## config.mk

```make
export PLATFORM = sky130hd
export DESIGN_NAME = tangram_compositor
export DESIGN_NICKNAME = d
export VERILOG_FILES = /design/src/rtl/tangram_pkg.sv /design/src/rtl/tangram_frame_stats.sv /design/src/rtl/tangram_compositor.sv
export SDC_FILE = /design/constraint.sdc
export NUM_CORES = 1
export LEC_CHECK = 0
export CAP_MARGIN = 10
export CORE_ASPECT_RATIO = 1.4
export CORE_MARGIN = 3
export CORE_UTILIZATION = 45
export DETAILED_ROUTE_END_ITERATION = 12
export HOLD_SLACK_MARGIN = 0.08
export PLACE_DENSITY = 0.8
export SLEW_MARGIN = 20
export SYNTH_ARGS = -nofsm -noshare
export SYNTH_HDL_FRONTEND = slang
export SYNTH_HIERARCHICAL = 1
export SYNTH_SLANG_ARGS = --single-unit
export TNS_END_PERCENT = 100
```

## constraint.sdc

```tcl
create_clock -name clk -period 1.8 [get_ports clk]
set_input_delay 0.18 -clock clk [delete_from_list [all_inputs] [get_ports clk]]
set_output_delay 0.18 -clock clk [all_outputs]
set_load 0.01 [all_outputs]
```

## src/rtl/tangram_pkg.sv

```systemverilog
// Shared constants, palette and saturating-count helper for the tangram display path.
package tangram_pkg;

    localparam int NPIECE = 7;

    localparam logic [10:0] H_MIN = 11'd215;
    localparam logic [10:0] V_MIN = 11'd26;
    localparam logic [10:0] H_MAX = 11'd1015;
    localparam logic [10:0] V_MAX = 11'd626;

    localparam logic [11:0] SILHOUETTE_GREY = 12'h444;
    localparam logic [11:0] BACKGROUND      = 12'h113;
    localparam logic [11:0] HIGHLIGHT       = 12'hFFF;

    localparam logic [19:0] ACC_MAX = 20'hFFFFF;

    function automatic logic [11:0] palette(input logic [2:0] idx);
        logic [11:0] c;
        case (idx)
            3'd0:    c = 12'hF00;
            3'd1:    c = 12'h0F0;
            3'd2:    c = 12'h00F;
            3'd3:    c = 12'hFF0;
            3'd4:    c = 12'hF0F;
            3'd5:    c = 12'h0FF;
            3'd6:    c = 12'hF80;
            default: c = 12'h000;
        endcase
        return c;
    endfunction

    function automatic logic [19:0] sat_inc(input logic [19:0] v);
        return (v == ACC_MAX) ? v : v + 20'd1;
    endfunction

endpackage

```

## src/rtl/tangram_frame_stats.sv

```systemverilog
// Frame-tick detection plus per-frame silhouette coverage accounting.
module tangram_frame_stats
    import tangram_pkg::*;
(
    input  logic        clk,
    input  logic        rst,
    input  logic        raw,
    input  logic        vidon,
    input  logic        target_hit,
    input  logic        any_hit,
    output logic        tick,
    output logic [19:0] uncovered_cnt,
    output logic        solved
);

    logic        raw_prev_r;
    logic        armed_r;
    logic [19:0] tgt_acc_r;
    logic [19:0] unc_acc_r;
    logic        count_tgt_s;
    logic        count_unc_s;
    logic [19:0] tgt_nxt_s;
    logic [19:0] unc_nxt_s;

    assign tick = raw & ~raw_prev_r;

    // Next accumulator values; the tick pixel itself opens the new frame.
    always_comb begin
        count_tgt_s = vidon & target_hit;
        count_unc_s = count_tgt_s & ~any_hit;
        if (tick) begin
            tgt_nxt_s = {19'd0, count_tgt_s};
            unc_nxt_s = {19'd0, count_unc_s};
        end else begin
            tgt_nxt_s = count_tgt_s ? sat_inc(tgt_acc_r) : tgt_acc_r;
            unc_nxt_s = count_unc_s ? sat_inc(unc_acc_r) : unc_acc_r;
        end
    end

    // Edge detect, arming and latching of the completed-frame result.
    always_ff @(posedge clk) begin
        if (rst) begin
            raw_prev_r    <= 1'b0;
            armed_r       <= 1'b0;
            tgt_acc_r     <= 20'd0;
            unc_acc_r     <= 20'd0;
            uncovered_cnt <= 20'd0;
            solved        <= 1'b0;
        end else begin
            raw_prev_r <= raw;
            armed_r    <= armed_r | tick;
            tgt_acc_r  <= tgt_nxt_s;
            unc_acc_r  <= unc_nxt_s;
            // The first tick after reset only arms: that frame was partial.
            if (tick && armed_r) begin
                uncovered_cnt <= unc_acc_r;
                solved        <= (unc_acc_r == 20'd0) && (tgt_acc_r != 20'd0);
            end else begin
                uncovered_cnt <= uncovered_cnt;
                solved        <= solved;
            end
        end
    end

endmodule

```

## src/rtl/tangram_compositor.sv

```systemverilog
// Merges piece and silhouette masks into 12-bit RGB, blinks the selected piece,
// and reports per-frame silhouette coverage.
module tangram_compositor
    import tangram_pkg::*;
#(
    parameter int BLINK_FRAMES = 30
) (
    input  logic        clk,
    input  logic        rst,
    input  logic        vidon,
    input  logic [10:0] hc,
    input  logic [10:0] vc,
    input  logic [6:0]  piece_hit,
    input  logic        target_hit,
    input  logic [2:0]  sel,
    output logic [3:0]  red,
    output logic [3:0]  green,
    output logic [3:0]  blue,
    output logic [19:0] uncovered_cnt,
    output logic        solved
);

    localparam int BW = (BLINK_FRAMES > 1) ? $clog2(BLINK_FRAMES) : 1;

    logic              vid_r;
    logic [NPIECE-1:0] hit_r;
    logic              tgt_r;
    logic [2:0]        sel_r;
    logic              raw_r;
    logic [11:0]       rgb_r;
    logic [BW-1:0]     blink_cnt_r;
    logic              blink_phase_r;
    logic              tick_s;
    logic [11:0]       rgb_s;
    logic [2:0]        low_idx_s;
    logic [7:0]        hit_ext_s;
    logic              sel_ok_s;

    // Stage 1 input registers and stage 2 colour register.
    always_ff @(posedge clk) begin
        if (rst) begin
            vid_r <= 1'b0;
            hit_r <= '0;
            tgt_r <= 1'b0;
            sel_r <= 3'd7;
            raw_r <= 1'b0;
            rgb_r <= 12'h000;
        end else begin
            vid_r <= vidon;
            hit_r <= piece_hit;
            tgt_r <= target_hit;
            sel_r <= sel;
            raw_r <= (hc == H_MIN) && (vc == V_MIN);
            rgb_r <= rgb_s;
        end
    end

    // Blink half-period counter advanced once per frame.
    always_ff @(posedge clk) begin
        if (rst) begin
            blink_cnt_r   <= '0;
            blink_phase_r <= 1'b0;
        end else if (tick_s) begin
            if (blink_cnt_r == BW'(BLINK_FRAMES - 1)) begin
                blink_cnt_r   <= '0;
                blink_phase_r <= ~blink_phase_r;
            end else begin
                blink_cnt_r   <= blink_cnt_r + BW'(1);
                blink_phase_r <= blink_phase_r;
            end
        end else begin
            blink_cnt_r   <= blink_cnt_r;
            blink_phase_r <= blink_phase_r;
        end
    end

    // Colour priority: blanking, selected piece, lowest piece, silhouette, background.
    always_comb begin
        low_idx_s = 3'd0;
        for (int i = NPIECE - 1; i >= 0; i--) begin
            low_idx_s = hit_r[i] ? 3'(i) : low_idx_s;
        end
        hit_ext_s = {1'b0, hit_r};
        sel_ok_s  = (sel_r < 3'(NPIECE));
        if (!vid_r) begin
            rgb_s = 12'h000;
        end else if (sel_ok_s && hit_ext_s[sel_r]) begin
            rgb_s = blink_phase_r ? HIGHLIGHT : palette(sel_r);
        end else if (|hit_r) begin
            rgb_s = palette(low_idx_s);
        end else if (tgt_r) begin
            rgb_s = SILHOUETTE_GREY;
        end else begin
            rgb_s = BACKGROUND;
        end
    end

    tangram_frame_stats u_stats (
        .clk           (clk),
        .rst           (rst),
        .raw           (raw_r),
        .vidon         (vid_r),
        .target_hit    (tgt_r),
        .any_hit       (|hit_r),
        .tick          (tick_s),
        .uncovered_cnt (uncovered_cnt),
        .solved        (solved)
    );

    assign red   = rgb_r[11:8];
    assign green = rgb_r[7:4];
    assign blue  = rgb_r[3:0];

endmodule

```

==> metrics, run 1 <==
synthesized area=4247 um^2; count of different cell masters after synthesis=61; Place WS=-0.05983 ns; CTS sink cnt=92; Hold/Removal Path Class=in -> reg; Yosys Warn Count=6; Pre-antenna DRT Iters=5; Final WS setup=0.04311 ns; Tcrit/Tclk final=0.9761; Util after Layout=0.6307; global-route wire length before repair=17390 um; number of global-route vias before repair=3900; Setup crit start=hit_r[1]; setup_tns=0 ns; Die Footprint=10650 um^2; RSZ-0062 raised after global routing=true; DIE WIDTH=88.10 um; Iteration-0 DRC Markers=220; ys flop type=dfxtp_1; Worst path slowest cell=and3b_2; Final #Nets=638; slew margin rel.=0.6618; Max VDD drop=0.4918 mV; Mapped Cells=492; filler cell count=747; Post-CTS Hold Buffers=0; worst path bufs/invs=1; Rows=41; status=finished clean; Final Max Slew Viols=0; CP endpoint kind=register; worst-margin pin slew=0.5027 ns; maxcap violations=0; EDFF count, synth=0; Placed Cells=687; clock latency on the worst-skew pair=0.35 ns; hpwl dp=7411 um; Vias=3927; maximum root-to-sink buffer count=2; flop-to-flop setup slack=0.04 ns; Root Driver=clkbuf_16; CP peak stage delay=0.35 ns; Non-Filler Instances=708; final setup violation count=0; Crit Path Class=reg -> reg; boundary pin count=69; TritonCTS clock tree=yes; DRC Markers=0; largest net degree at the start of global routing=22; # diodes=0; number of antenna-violating nets in the routed design=0; R2R depth=8; Critical Path AT=2.00 ns; Total Routed Length=10610 um; PD cells=763.3 nW/um^2; initial core utilization=0.4651; delay-heaviest family, CP=simple AND/OR/NAND/NOR gates; Num CTS Buffers=9; CP max FO=6; share of post-route cells with drive strength above 1=0.1864; total core area=9131 um^2; H-tree Lvls=3; fmax=0.5692 GHz; Mapped Nets=534; Hold Violations, Final=0; Congestion Overflow GR=0; critical path depth=8; port buffer count=68; initial antenna violation count=0; Startpoint Class=register; register area share after synthesis=0.4337; Via density=5.547; Static Leak=2.186 nW; Async S/R FF share, synth=0; crit path capture=u_stats/unc_acc_r[5]; crit path cell chain=nor4_4, nand2_1, and3b_2, buf_6, nand4_1, a21oi_2, xnor2_1, nor2_1; clock-pin slew on the worst setup and hold paths=0.06 ns; worst flop-to-flop path endpoint=u_stats/unc_acc_r[5]; Worst Clk Skew=0.007881 ns; drt wl/cell=14.99 um; Area Overhead vs Synth=35.62%; register bit count reported by yosys=92; RePlAce Congestion=0.9038; fin crit period=1.757 ns; All-Layer GR Usage=0.2061; syn avg cell area=8.631 um^2; RR Startpoint=hit_r[1]; Die Y=120.9 um; WP data required=2.04 ns
cells in the final DEF, fill, tap and decap left out, types with 3 or more instances in the layout:
cell type | synthesis | layout
or2_1 | 5 | 5
o21ai_1 | 6 | 6
or3_1 | 3 | 3
buf_4 | 5 | 47
nand2_1 | 64 | 64
ha_1 | 6 | 5
nor3_1 | 5 | 3
nand4b_1 | 6 | 6
o211ai_1 | 6 | 6
nor2_1 | 55 | 55
clkdlybuf4s50_1 | 0 | 68
nor4_1 | 11 | 10
and3_1 | 6 | 6
and4_1 | 6 | 6
nand2b_1 | 6 | 5
and2_1 | 4 | 4
dfxtp_1 | 92 | 85
mux2i_1 | 6 | 6
dfxtp_2 | 0 | 7
nor2b_1 | 10 | 10
nand3_1 | 19 | 15
clkbuf_16 | 0 | 9
xnor2_1 | 12 | 12
a21oi_1 | 42 | 38
inv_1 | 13 | 13
nand4_1 | 14 | 14
a21oi_2 | 4 | 8
xor2_1 | 22 | 22
inv_6 | 0 | 3
nand3_2 | 2 | 6
cells by family after synthesis:
family | after synthesis | share of synthesized area
buffers and inverters | 39 | 0.04154
AND/OR/NAND/NOR | 233 | 0.2952
XOR/XNOR | 34 | 0.07012
flip-flops | 92 | 0.4337
multiplexers | 8 | 0.02121
AO/OA/AOI/OAI | 80 | 0.1205
adder cells (fa/ha/maj) | 6 | 0.01768
layout make-up:
type                    count  area (um^2)  share of cell area
repair buffers            117         1056              0.1834
multi-input cells         361         2341              0.4065
flip-flops and latches     92         1851              0.3213
well taps                 107        133.9             0.02325
clock inverters             7        96.34             0.01673
inverters                  15        56.30            0.009776
clock buffers               9        225.2             0.03910
where the power goes:
part           leakage (nW)  total, W  internal (W)  switching (W)
clock network         0.161   0.00203       0.00123       0.000809
registers             0.748   0.00208       0.00206      0.0000222
logic                  1.28  0.000280      0.000162       0.000118
stage by stage:
step	area (um^2)	hold WS, ns	power [W]
6_report	5759	0.3836	0.004396
5_1_grt	5759	0.3849	0.004534
4_1_cts	5622	0.3745	0.004427
3_5_place_dp	5271	0.4495	0.002390
3_3_place_gp	5271	0.4438	0.002381
2_1_floorplan	4247	0.2516	0.002248
sequential cells by signal, summed over array words and instances (netlist names):
name,count
hit_r,7
blink_cnt_r,5
raw_r,1
u_stats/solved,1
vid_r,1
u_stats/unc_acc_r,20
u_stats/armed_r,1
sel_r,3
tgt_r,1
u_stats/raw_prev_r,1
u_stats/tgt_acc_r,20
u_stats/uncovered_cnt,20
rgb_r,10
blink_phase_r,1
metal layers:
| metal | part of all wire | GRT usage |
|---|---|---|
| met1 | 0.38 | 0.2172 |
| met2 | 0.53 | 0.3717 |
| met3 | 0.052 | 0.04280 |
| met4 | 0.038 | 0.1134 |
| met5 | 0 | 0 |
synthesized netlist by cell type, types with 6 or more instances:
| cell | number | area, um^2 |
|---|---|---|
| dfxtp_1 | 92 | 1842 |
| nand2_1 | 64 | 240.2 |
| nor2_1 | 55 | 206.5 |
| a21oi_1 | 42 | 210.2 |
| xor2_1 | 22 | 192.7 |
| nand3_1 | 19 | 95.09 |
| clkbuf_1 | 14 | 52.55 |
| nand4_1 | 14 | 87.58 |
| inv_1 | 13 | 48.80 |
| xnor2_1 | 12 | 105.1 |
| nor4_1 | 11 | 68.82 |
| nor2b_1 | 10 | 62.56 |
| and3_1 | 6 | 37.54 |
| and4_1 | 6 | 52.55 |
| ha_1 | 6 | 75.07 |
| mux2i_1 | 6 | 60.06 |
| nand2b_1 | 6 | 37.54 |
| nand4b_1 | 6 | 52.55 |
| o211ai_1 | 6 | 45.04 |
| o21ai_1 | 6 | 30.03 |
worst min path at each step:
stage                                        start  slack, ns  depth (start not counted)                       end
after floorplan                                rst       0.25                          1                  hit_r[0]
after global placement    u_stats/uncovered_cnt[8]       0.44                          2  u_stats/uncovered_cnt[8]
after detailed placement  u_stats/uncovered_cnt[9]       0.45                          2  u_stats/uncovered_cnt[9]
after CTS                             piece_hit[3]       0.37                          2                  hit_r[3]
after global routing                  piece_hit[1]       0.38                          2                  hit_r[1]
final                                 piece_hit[3]       0.38                          2                  hit_r[3]
timing repair:
action                                  in CTS  in global routing
buffers inserted                             2                  3
pin swaps                                    1                  7
endpoints found under the hold margin        0                  0
resized for setup                            3                 27
endpoints found under the setup margin       8                 32
No activity file was read; power rests on OpenSTA's default activity.
==> run 2: changes to the inputs <==
--- a/config.mk
+++ b/config.mk
@@ -9,10 +9,10 @@
 export CORE_ASPECT_RATIO = 1.4
 export CORE_MARGIN = 3
 export CORE_UTILIZATION = 45
+export CTS_CLUSTER_DIAMETER = 100
 export DETAILED_ROUTE_END_ITERATION = 12
 export HOLD_SLACK_MARGIN = 0.08
 export PLACE_DENSITY = 0.8
-export SLEW_MARGIN = 20
 export SYNTH_ARGS = -nofsm -noshare
 export SYNTH_HDL_FRONTEND = slang
 export SYNTH_HIERARCHICAL = 1
==> results of run 2 <==
Final layout, timing and power as in run 1 (identical DEF).
